`src/rtl/key_pkg.sv`:
```
// Shared widths and event format for the keypad event FIFO.
// Event word is {release flag, key code}; release events exist only with KEY_RELEASE_EVT_EN.
package key_pkg;

  localparam int KEY_CODE_W  = 4;
  localparam int KEY_EVT_W   = 5;
  localparam int KEY_REL_BIT = 4;

  typedef struct packed {
    logic                  rel;
    logic [KEY_CODE_W-1:0] code;
  } key_evt_t;

  function automatic key_evt_t make_evt(input logic rel, input logic [KEY_CODE_W-1:0] code);
    key_evt_t e;
    e.rel  = rel;
    e.code = code;
    return e;
  endfunction

endpackage

```
`src/rtl/key_edge_detect.sv`:
```
// Turns the scanner's key-qualified line into one-cycle press/release pulses, one clock after the edge.
// Edges are ignored for the first clock after reset; release pulses only with KEY_RELEASE_EVT_EN.
module key_edge_detect (
  input  logic clk,
  input  logic rst,
  input  logic key_int_n,
  output logic press_pend,
  output logic release_pend
);

  logic int_d;
  logic armed;

  // armed masks the first sample so a key held through reset never looks like a fresh press
  always_ff @(posedge clk or negedge rst) begin
    if (!rst) begin
      int_d        <= 1'b1;
      armed        <= 1'b0;
      press_pend   <= 1'b0;
      release_pend <= 1'b0;
    end else begin
      int_d        <= key_int_n;
      armed        <= 1'b1;
      press_pend   <= armed & int_d & ~key_int_n;
`ifdef KEY_RELEASE_EVT_EN
      release_pend <= armed & ~int_d & key_int_n;
`else
      release_pend <= 1'b0;
`endif
    end
  end

endmodule

```
`src/rtl/key_event_fifo.sv`:
```
// Key event FIFO: press-to-irq_n 2 clocks, pop data 1 clock after rd_en; push into a full FIFO is dropped and sets sticky ovf.
// KEY_RELEASE_EVT_EN adds release events ({1'b1, last code}); otherwise rd_data[4] is always 0.
module key_event_fifo
  import key_pkg::*;
#(
  parameter int DEPTH = 8,
  parameter int AW    = 3
) (
  input  logic                  clk,
  input  logic                  rst,
  input  logic                  key_int_n,
  input  logic [KEY_CODE_W-1:0] key_data,
  input  logic                  rd_en,
  output logic [KEY_EVT_W-1:0]  rd_data,
  output logic                  rd_valid,
  output logic                  empty,
  output logic                  full,
  output logic [AW:0]           count,
  output logic                  irq_n,
  output logic                  ovf,
  input  logic                  ovf_clr
);

  localparam logic [AW:0] FULL_CNT = (AW+1)'(DEPTH);

  logic          press_pend;
  logic          release_pend;
  logic          push_req;
  logic          push_ok;
  logic          pop;
  logic          ovf_set;
  logic          is_full;
  logic [AW-1:0] wr_ptr;
  logic [AW-1:0] rd_ptr;
  logic [AW:0]   count_q;
  key_evt_t      rd_data_q;
  key_evt_t      wr_evt;
  key_evt_t      mem [DEPTH];

  key_edge_detect u_edge (
    .clk          (clk),
    .rst          (rst),
    .key_int_n    (key_int_n),
    .press_pend   (press_pend),
    .release_pend (release_pend)
  );

  // The push lands one clock after the edge, when the scanner's code is valid.
  assign push_req = press_pend | release_pend;
  assign wr_evt   = make_evt(release_pend, key_data);
  assign is_full  = (count_q == FULL_CNT);
  assign pop      = rd_en & (count_q != '0);
  assign push_ok  = push_req & (~is_full | pop);
  assign ovf_set  = push_req & is_full & ~pop;

  always_ff @(posedge clk) begin
    if (push_ok) begin
      mem[wr_ptr] <= wr_evt;
    end
  end

  always_ff @(posedge clk or negedge rst) begin
    if (!rst) begin
      wr_ptr    <= '0;
      rd_ptr    <= '0;
      count_q   <= '0;
      rd_data_q <= '0;
      rd_valid  <= 1'b0;
      ovf       <= 1'b0;
    end else begin
      rd_valid <= pop;
      if (push_ok) begin
        wr_ptr <= wr_ptr + AW'(1);
      end
      if (pop) begin
        rd_data_q <= mem[rd_ptr];
        rd_ptr    <= rd_ptr + AW'(1);
      end
      case ({push_ok, pop})
        2'b10:   count_q <= count_q + (AW+1)'(1);
        2'b01:   count_q <= count_q - (AW+1)'(1);
        default: count_q <= count_q;
      endcase
      // a fresh overflow beats a simultaneous clear
      if (ovf_set) begin
        ovf <= 1'b1;
      end else if (ovf_clr) begin
        ovf <= 1'b0;
      end
    end
  end

  assign rd_data = rd_data_q;
  assign count   = count_q;
  assign empty   = (count_q == '0);
  assign full    = is_full;
  assign irq_n   = (count_q == '0);

endmodule

```
`config.mk`:
```
export PLATFORM = sky130hd
export DESIGN_NAME = key_event_fifo
export DESIGN_NICKNAME = d
export VERILOG_FILES = /design/src/rtl/key_pkg.sv /design/src/rtl/key_edge_detect.sv /design/src/rtl/key_event_fifo.sv
export SDC_FILE = /design/constraint.sdc
export NUM_CORES = 1
export LEC_CHECK = 0
export BUFFER_PORTS_ARGS = -buffer_cell sky130_fd_sc_hd__buf_2
export CAP_MARGIN = 40
export CORE_ASPECT_RATIO = 0.5
export CORE_MARGIN = 1.5
export CORE_UTILIZATION = 30
export CTS_BUF_LIST = sky130_fd_sc_hd__clkbuf_4 sky130_fd_sc_hd__clkbuf_8 sky130_fd_sc_hd__clkbuf_16
export DETAILED_ROUTE_END_ITERATION = 16
export GPL_ROUTABILITY_DRIVEN = 0
export MAX_ROUTING_LAYER = met4
export REMOVE_ABC_BUFFERS = 1
export SLEW_MARGIN = 20
export SYNTH_ARGS = -nofsm -noshare
export SYNTH_HDL_FRONTEND = slang
export SYNTH_SLANG_ARGS = --single-unit
```
`constraint.sdc`:
```
create_clock -name clk -period 2.5 [get_ports clk]
set_input_delay 0.25 -clock clk [delete_from_list [all_inputs] [get_ports clk]]
set_output_delay 0.25 -clock clk [all_outputs]
set_load 0.03 [all_outputs]
```
==> metrics.txt, run 1 <==
worst hold slack 0.06344 ns; maximum vdd drop about 0.31 mV; later-pin clock latency in the skew report 0.29 ns; Synth Flop Type edfxtp_1; Tcrit/Tclk final 0.8810; Crit path max-delay family compound AO/OA/AOI/OAI gates; DRC 0; WP buf/inv 1; Inst Count DP 258; Detailed Place HPWL about 2600 microns; Final min period ~2.2 ns; crit-path cells o41ai_2 -> nand2b_1 -> inv_1 -> ha_1 -> a21o_1 -> a21oi_1 -> mux2i_1 -> xor2_1; net switching power 1009 uW; CTS buffer count 5; Setup CP Type register to register; Clock Tree Buf Depth 2; Reg power frac 0.428; Yosys top cell by area edfxtp_1; top cells by area, synth edfxtp_1 (43%), dfrtp_1 (20%), mux2i_1 (8.1%); GRT Total Usage 0.1071; Layout Area Growth over Synthesis 17.26%; H-Tree Level Count 2; kind of end point of the critical path register; Clk pin slew, worst setup/hold paths roughly 0.070 ns; Slew HR 0.5775; largest net degree at the start of global routing 20; DRT iter0 DRCs 54; status finished, final reports clean; WP data arrival 2.42 ns; final max-slew violation count 0; skew final 0.003048 ns; Multi-input gate area 695.7 sq um; Nets 189; Leak 0.001047 uW; Synth top area share 0.4346; Post-CTS Setup Bufs 0; Slowest-stage cell, CP dfrtp_1; class of the worst hold path primary input to register; Layout fillers 645; top cells by count, synth edfxtp_1 (32), dfrtp_1 (18), mux2i_1 (18), nand2_1 (16), inv_1 (7); Root Driver clkbuf_16; Int Pwr 1852 uW; CP required around 2.7 ns; Remaining Overflow, GRT 0; Startpoint Class register; dpl cell area between 0.002 and 0.0025 sq mm; RSZ-0062 raised after global routing no; CTS sink cnt 51; EDFF count, synth 32; Site Rows 21; initial antenna violation count 0; vias in the first global route 1181; endpoints failing setup 0; clock power share 0.243; register area share after synthesis 0.6503; full die area roughly 0.0079 sq mm; cell area after layout 0.002592 sq mm; count of non-filler cells in the finished layout approximately 270; cell area after synthesis 0.002211 sq mm; fraction of registers with async set/reset 0.3725; antenna cells 0; power consumption 2861 uW; layout cells sized above 1 0.2670; Register Area 0.001438 sq mm; drt wl/cell 13.78 microns; setup TNS 0 ns; worst slew pin tran 0.6289 ns; Sw Ratio 0.3526; Mapped Cells 147; die width around 120 microns; power per cell area roughly 1100 mW/mm^2; Via density 4.407; via count approximately 1200; Initial Utilization 0.3199; TritonCTS clock tree done; Synth Register Bits 51; Synthesis Warnings 0; Synth cell types 35; Max FO, Critical Path 6; final hold vios 0; power share of the combinational group 0.329; most frequent cell after synthesis edfxtp_1; Fmax 0.4541 GHz; peak per-stage delay on the critical path 0.45 ns; global-route wire length before repair 6182 microns; chip height 63.70 microns; maximum capacitance violations 0; I/O Pins 23; Total Wirelength 3694 microns; ANT nets after route 0; number of I/O port buffers 21; core area 0.006910 sq mm; syn_area_per_cell 15.04 sq um; drt pass-1 iters 4
final timing paths:
| check | start | endpoint | slack (ns) | cells past startpoint |
|---|---|---|---|---|
| min | key_int_n | u_edge.int_d | 0.06 | 1 |
| max in group asynchronous | rst | u_edge.int_d | 1.72 | 2 |
| max reg2reg | count[2] | count[3] | 0.30 | 8 |
| min reg2reg | u_edge.int_d | u_edge.press_pend | 0.47 | 2 |
| min in group asynchronous | rst | u_edge.armed | 0.44 | 2 |
| max | count[2] | count[3] | 0.30 | 8 |
metal layers:
layer,global-route usage,routed length [microns]
met1,0.1375,1900
met2,0.1580,1609
met3,0.03398,122
met4,0.04310,62
met5,-,0
through the flow:
step	utilization	setup WS, ns
5_1_grt	0.3752	0.1186
4_1_cts	0.3744	0.2634
3_3_place_gp	0.3509	0.3778
2_1_floorplan	-	-0.1912
6_report	0.3752	0.2976
3_5_place_dp	0.3509	0.2898
layout make-up:
| class | instances | area share |
|---|---|---|
| Tap cell | 92 | 0.04440 |
| Multi-Input combinational cell | 81 | 0.2683 |
| Clock inverter | 3 | 0.01062 |
| Clock buffer | 5 | 0.04826 |
| Timing Repair Buffer | 29 | 0.06371 |
| Sequential cell | 51 | 0.5545 |
| Inverter | 7 | 0.01014 |
worst reg2reg max path, cell delays in order (launching register included):
cell and delay [ns]:
dfrtp_1 0.45, o41ai_2 0.40, nand2b_1 0.21, inv_1 0.07, ha_1 0.27, a21o_1 0.17, a21oi_1 0.16, mux2i_1 0.24
xor2_1 0.16
power groups by stage:
stage / sequential, uW / clock, uW / combinational [uW]
2_1_floorplan: 1390 / 0 / 531
3_3_place_gp: 1240 / 0 / 935
3_5_place_dp: 1240 / 0 / 953
4_1_cts: 1220 / 714 / 954
5_1_grt: 1260 / 753 / 1030
6_report: 1220 / 694 / 942
registers in the layout (all words and copies together) (netlist names):
signal	flops
count	4
mem	32
ovf	1
rd_data	4
rd_ptr	3
rd_valid	1
u_edge.armed	1
u_edge.int_d	1
u_edge.press_pend	1
wr_ptr	3
timing repair:
item | 4_1_cts | 5_1_grt
hold endpoints to repair | 18 | 0
resized for setup | 0 | 0
hold buffers | 1 | 0
kinds of logic (layout without fill, tap and decap cells):
| family | after synthesis | in the layout | share of synthesized area |
|---|---|---|---|
| AO/OA/AOI/OAI | 12 | 12 | 0.04868 |
| XOR/XNOR | 8 | 8 | 0.03169 |
| adder cells (fa/ha/maj) | 5 | 5 | 0.03169 |
| buffers and inverters | 15 | 44 | 0.03509 |
| flip-flops | 51 | 51 | 0.6503 |
| multiplexers | 23 | 23 | 0.1290 |
| other | 2 | 2 | 0.003397 |
| AND/OR/NAND/NOR | 31 | 31 | 0.07018 |
layout by cell type, fill, tap and decap left out, types with 2 or more instances in the layout:
cell	n
nor3b_1	2
nor2_1	5
nand2_1	16
edfxtp_1	32
inv_1	7
xor2_1	2
buf_2	21
xnor2_1	6
mux2i_1	18
clkbuf_16	5
o21ai_1	4
ha_1	4
dfrtp_1	18
mux4_2	4
nor3_1	3
buf_4	6
conb_1	2
No activity file was read; power rests on OpenSTA's default activity.
==> run 2: changes to the inputs <==
--- a/config.mk
+++ b/config.mk
@@ -15,6 +15,7 @@
 export GPL_ROUTABILITY_DRIVEN = 0
 export MAX_ROUTING_LAYER = met4
 export REMOVE_ABC_BUFFERS = 1
+export SETUP_SLACK_MARGIN = 0.4
 export SLEW_MARGIN = 20
 export SYNTH_ARGS = -nofsm -noshare
 export SYNTH_HDL_FRONTEND = slang
==> run 2 against run 1 <==
Against the previous run: cell count grew 1.9%; core utilization grew 1.1 points; flip-flop and latch count is the same; fmax grew 6.2%; via count grew 2.1%; cell area grew 3.0%; hold slack is essentially flat; sequential power is essentially flat; setup slack gained 0.13 ns; combinational power grew 11%; largest cell class unchanged; critical path type unchanged.
==> metrics.txt, run 2 (synthesis gave the netlist of run 1 again) <==
hold-critical path depth 1 (unchanged); chip height 63.70 microns (unchanged); endpoints failing setup 0 (unchanged); Initial Utilization 0.3199 (unchanged); Site Rows 21 (unchanged); Final WS setup 0.4256 ns (was 0.2976 ns); GRT Total Usage 0.1109 (was 0.1071); Fmax 0.4821 GHz (was 0.4541 GHz); via count 1206 (was 1181); vias in the first global route 1211 (was 1181); global-route wire length before repair 6403 microns (was 6182 microns); initial antenna violation count 0 (unchanged); r2r setup slk 0.43 ns (was 0.30 ns); Top reg by flops mem (unchanged); post-layout util 0.3866 (was 0.3752); kind of end point of the critical path register (unchanged); Final min period 2.074 ns (was 2.202 ns); Remaining Overflow, GRT 0 (unchanged); Clk pin slew, worst setup/hold paths 0.07 ns (about the same); Via density 4.418 (was 4.407); Root Driver clkbuf_16 (unchanged); die width 124.4 microns (unchanged); number of I/O port buffers 21 (unchanged); Hold Crit Start key_int_n (unchanged); CP required 2.71 ns (was 2.72 ns); maximum capacitance violations 0 (unchanged); WP data arrival 2.29 ns (was 2.42 ns); Max FO, Critical Path 2 (was 6); number of flip-flops in the largest register 32 (unchanged); TritonCTS clock tree done (unchanged); I/O Pins 23 (unchanged); RSZ-0062 raised after global routing yes (was no); Hold Path End u_edge.int_d (unchanged); Nets 194 (was 189); drt wl/cell 14.00 microns (was 13.78 microns); Total Wirelength 3823 microns (was 3694 microns); full die area 0.007925 sq mm (unchanged); commonest non-fill, non-tap cell in the layout edfxtp_1 (unchanged); status finished, final reports clean (unchanged); dpl ws 0.2898 ns (unchanged); maximum vdd drop 0.3210 mV (was 0.3052 mV); Tcrit/Tclk final 0.8298 (was 0.8810); DRT iter0 DRCs 70 (was 54); ANT nets after route 0 (unchanged); largest net degree at the start of global routing 20 (unchanged); FF-to-FF Start count[3] (was count[2]); drt pass-1 iters 4 (unchanged); reg2reg end count[3] (unchanged); CTS buffer count 5 (unchanged); power per cell area 1110 mW/mm^2 (was 1104 mW/mm^2); core area 0.006910 sq mm (unchanged); final hold vios 0 (unchanged); Leak 0.001079 uW (was 0.001047 uW); H-Tree Level Count 2 (unchanged); most frequent cells in the layout edfxtp_1 (32), buf_2 (21), mux2i_1 (18) (was edfxtp_1 (32), buf_2 (21), mux2i_1 (18), dfrtp_1 (18), nand2_1 (16)); class of the worst hold path primary input to register (unchanged); Clock Tree Buf Depth 2 (unchanged); layout cells sized above 1 0.3260 (was 0.2670); worst slew pin tran 0.6327 ns (was 0.6289 ns); DRC 0 (unchanged); Layout Area Growth over Synthesis 20.83% (was 17.26%); Setup CP Type register to register (unchanged); later-pin clock latency in the skew report 0.29 ns (about the same); CTS sink cnt 51 (unchanged); Detailed Place HPWL 2641 microns (unchanged); worst r2r path cells 8 (unchanged); antenna cells 0 (unchanged); worst hold slack 0.06344 ns (about the same); Slew HR 0.5749 (was 0.5775); skew final 0.003178 ns (was 0.003048 ns); final max-slew violation count 0 (unchanged); Startpoint Class register (unchanged)
run 2: worst max path at each step:
stage / startpoint / endpoint / cells past startpoint
4_1_cts: count[0] / count[3] / 8
3_3_place_gp: count[2] / count[3] / 8
6_report: count[3] / count[3] / 8
5_1_grt: count[3] / count[3] / 8
3_5_place_dp: count[2] / count[3] / 8
2_1_floorplan: count[2] / count[3] / 8
run 2: where the power goes:
part | total (uW) | internal (uW) | switching (uW) | leakage, uW
clock | 696 | 382 | 314 | 0.0000723
combinational | 1050 | 489 | 566 | 0.000492
sequential | 1220 | 1050 | 169 | 0.000514
total | 2970 | 1920 | 1050 | 0.00108
run 2: metrics by stage:
stage / instance area (sq um) / power [uW] / setup TNS (ns) / std cells
floorplan: 2160 / 1924 / -0.1912 / 139
global placement: 2425 / 2170 / 0 / 258
detailed placement: 2425 / 2193 / 0 / 258
CTS: 2636 / 2957 / 0 / 270
global route: 2671 / 3146 / 0 / 273
finish: 2671 / 2966 / 0 / 273
run 2: critical path: stages (launching register included):
cell and delay, ns:
dfrtp_2 0.43, o41ai_4 0.39, nand2b_4 0.21, inv_4 0.04, ha_4 0.22, a21o_1 0.18, a21oi_2 0.14, mux2i_1 0.23
xor2_1 0.16
run 2: routing by layer:
layer / part of all wire / GRT usage
met1: 0.50 / 0.1397
met5: 0 / -
met2: 0.45 / 0.1690
met4: 0.016 / 0.04310
met3: 0.033 / 0.03398
run 2: layout make-up:
| class | count | area, sq um |
|---|---|---|
| clock inverters | 3 | 27.53 |
| well taps | 92 | 115.1 |
| clock buffers | 5 | 125.1 |
| multi-input cells | 81 | 730.7 |
| repair buffers | 34 | 202.7 |
| fillers | 639 | 4239 |
| inverters | 7 | 28.78 |
| flip-flops and latches | 51 | 1441 |
run 2: repair_timing:
action                                  in CTS  in global routing
pin swaps                                    4                  5
endpoints found under the setup margin       1                  1
hold buffers                                 1                  0
gates cloned                                 0                  0
setup buffers                                3                  2
gates resized for setup                      6                  3
hold endpoints to repair                    18                  0
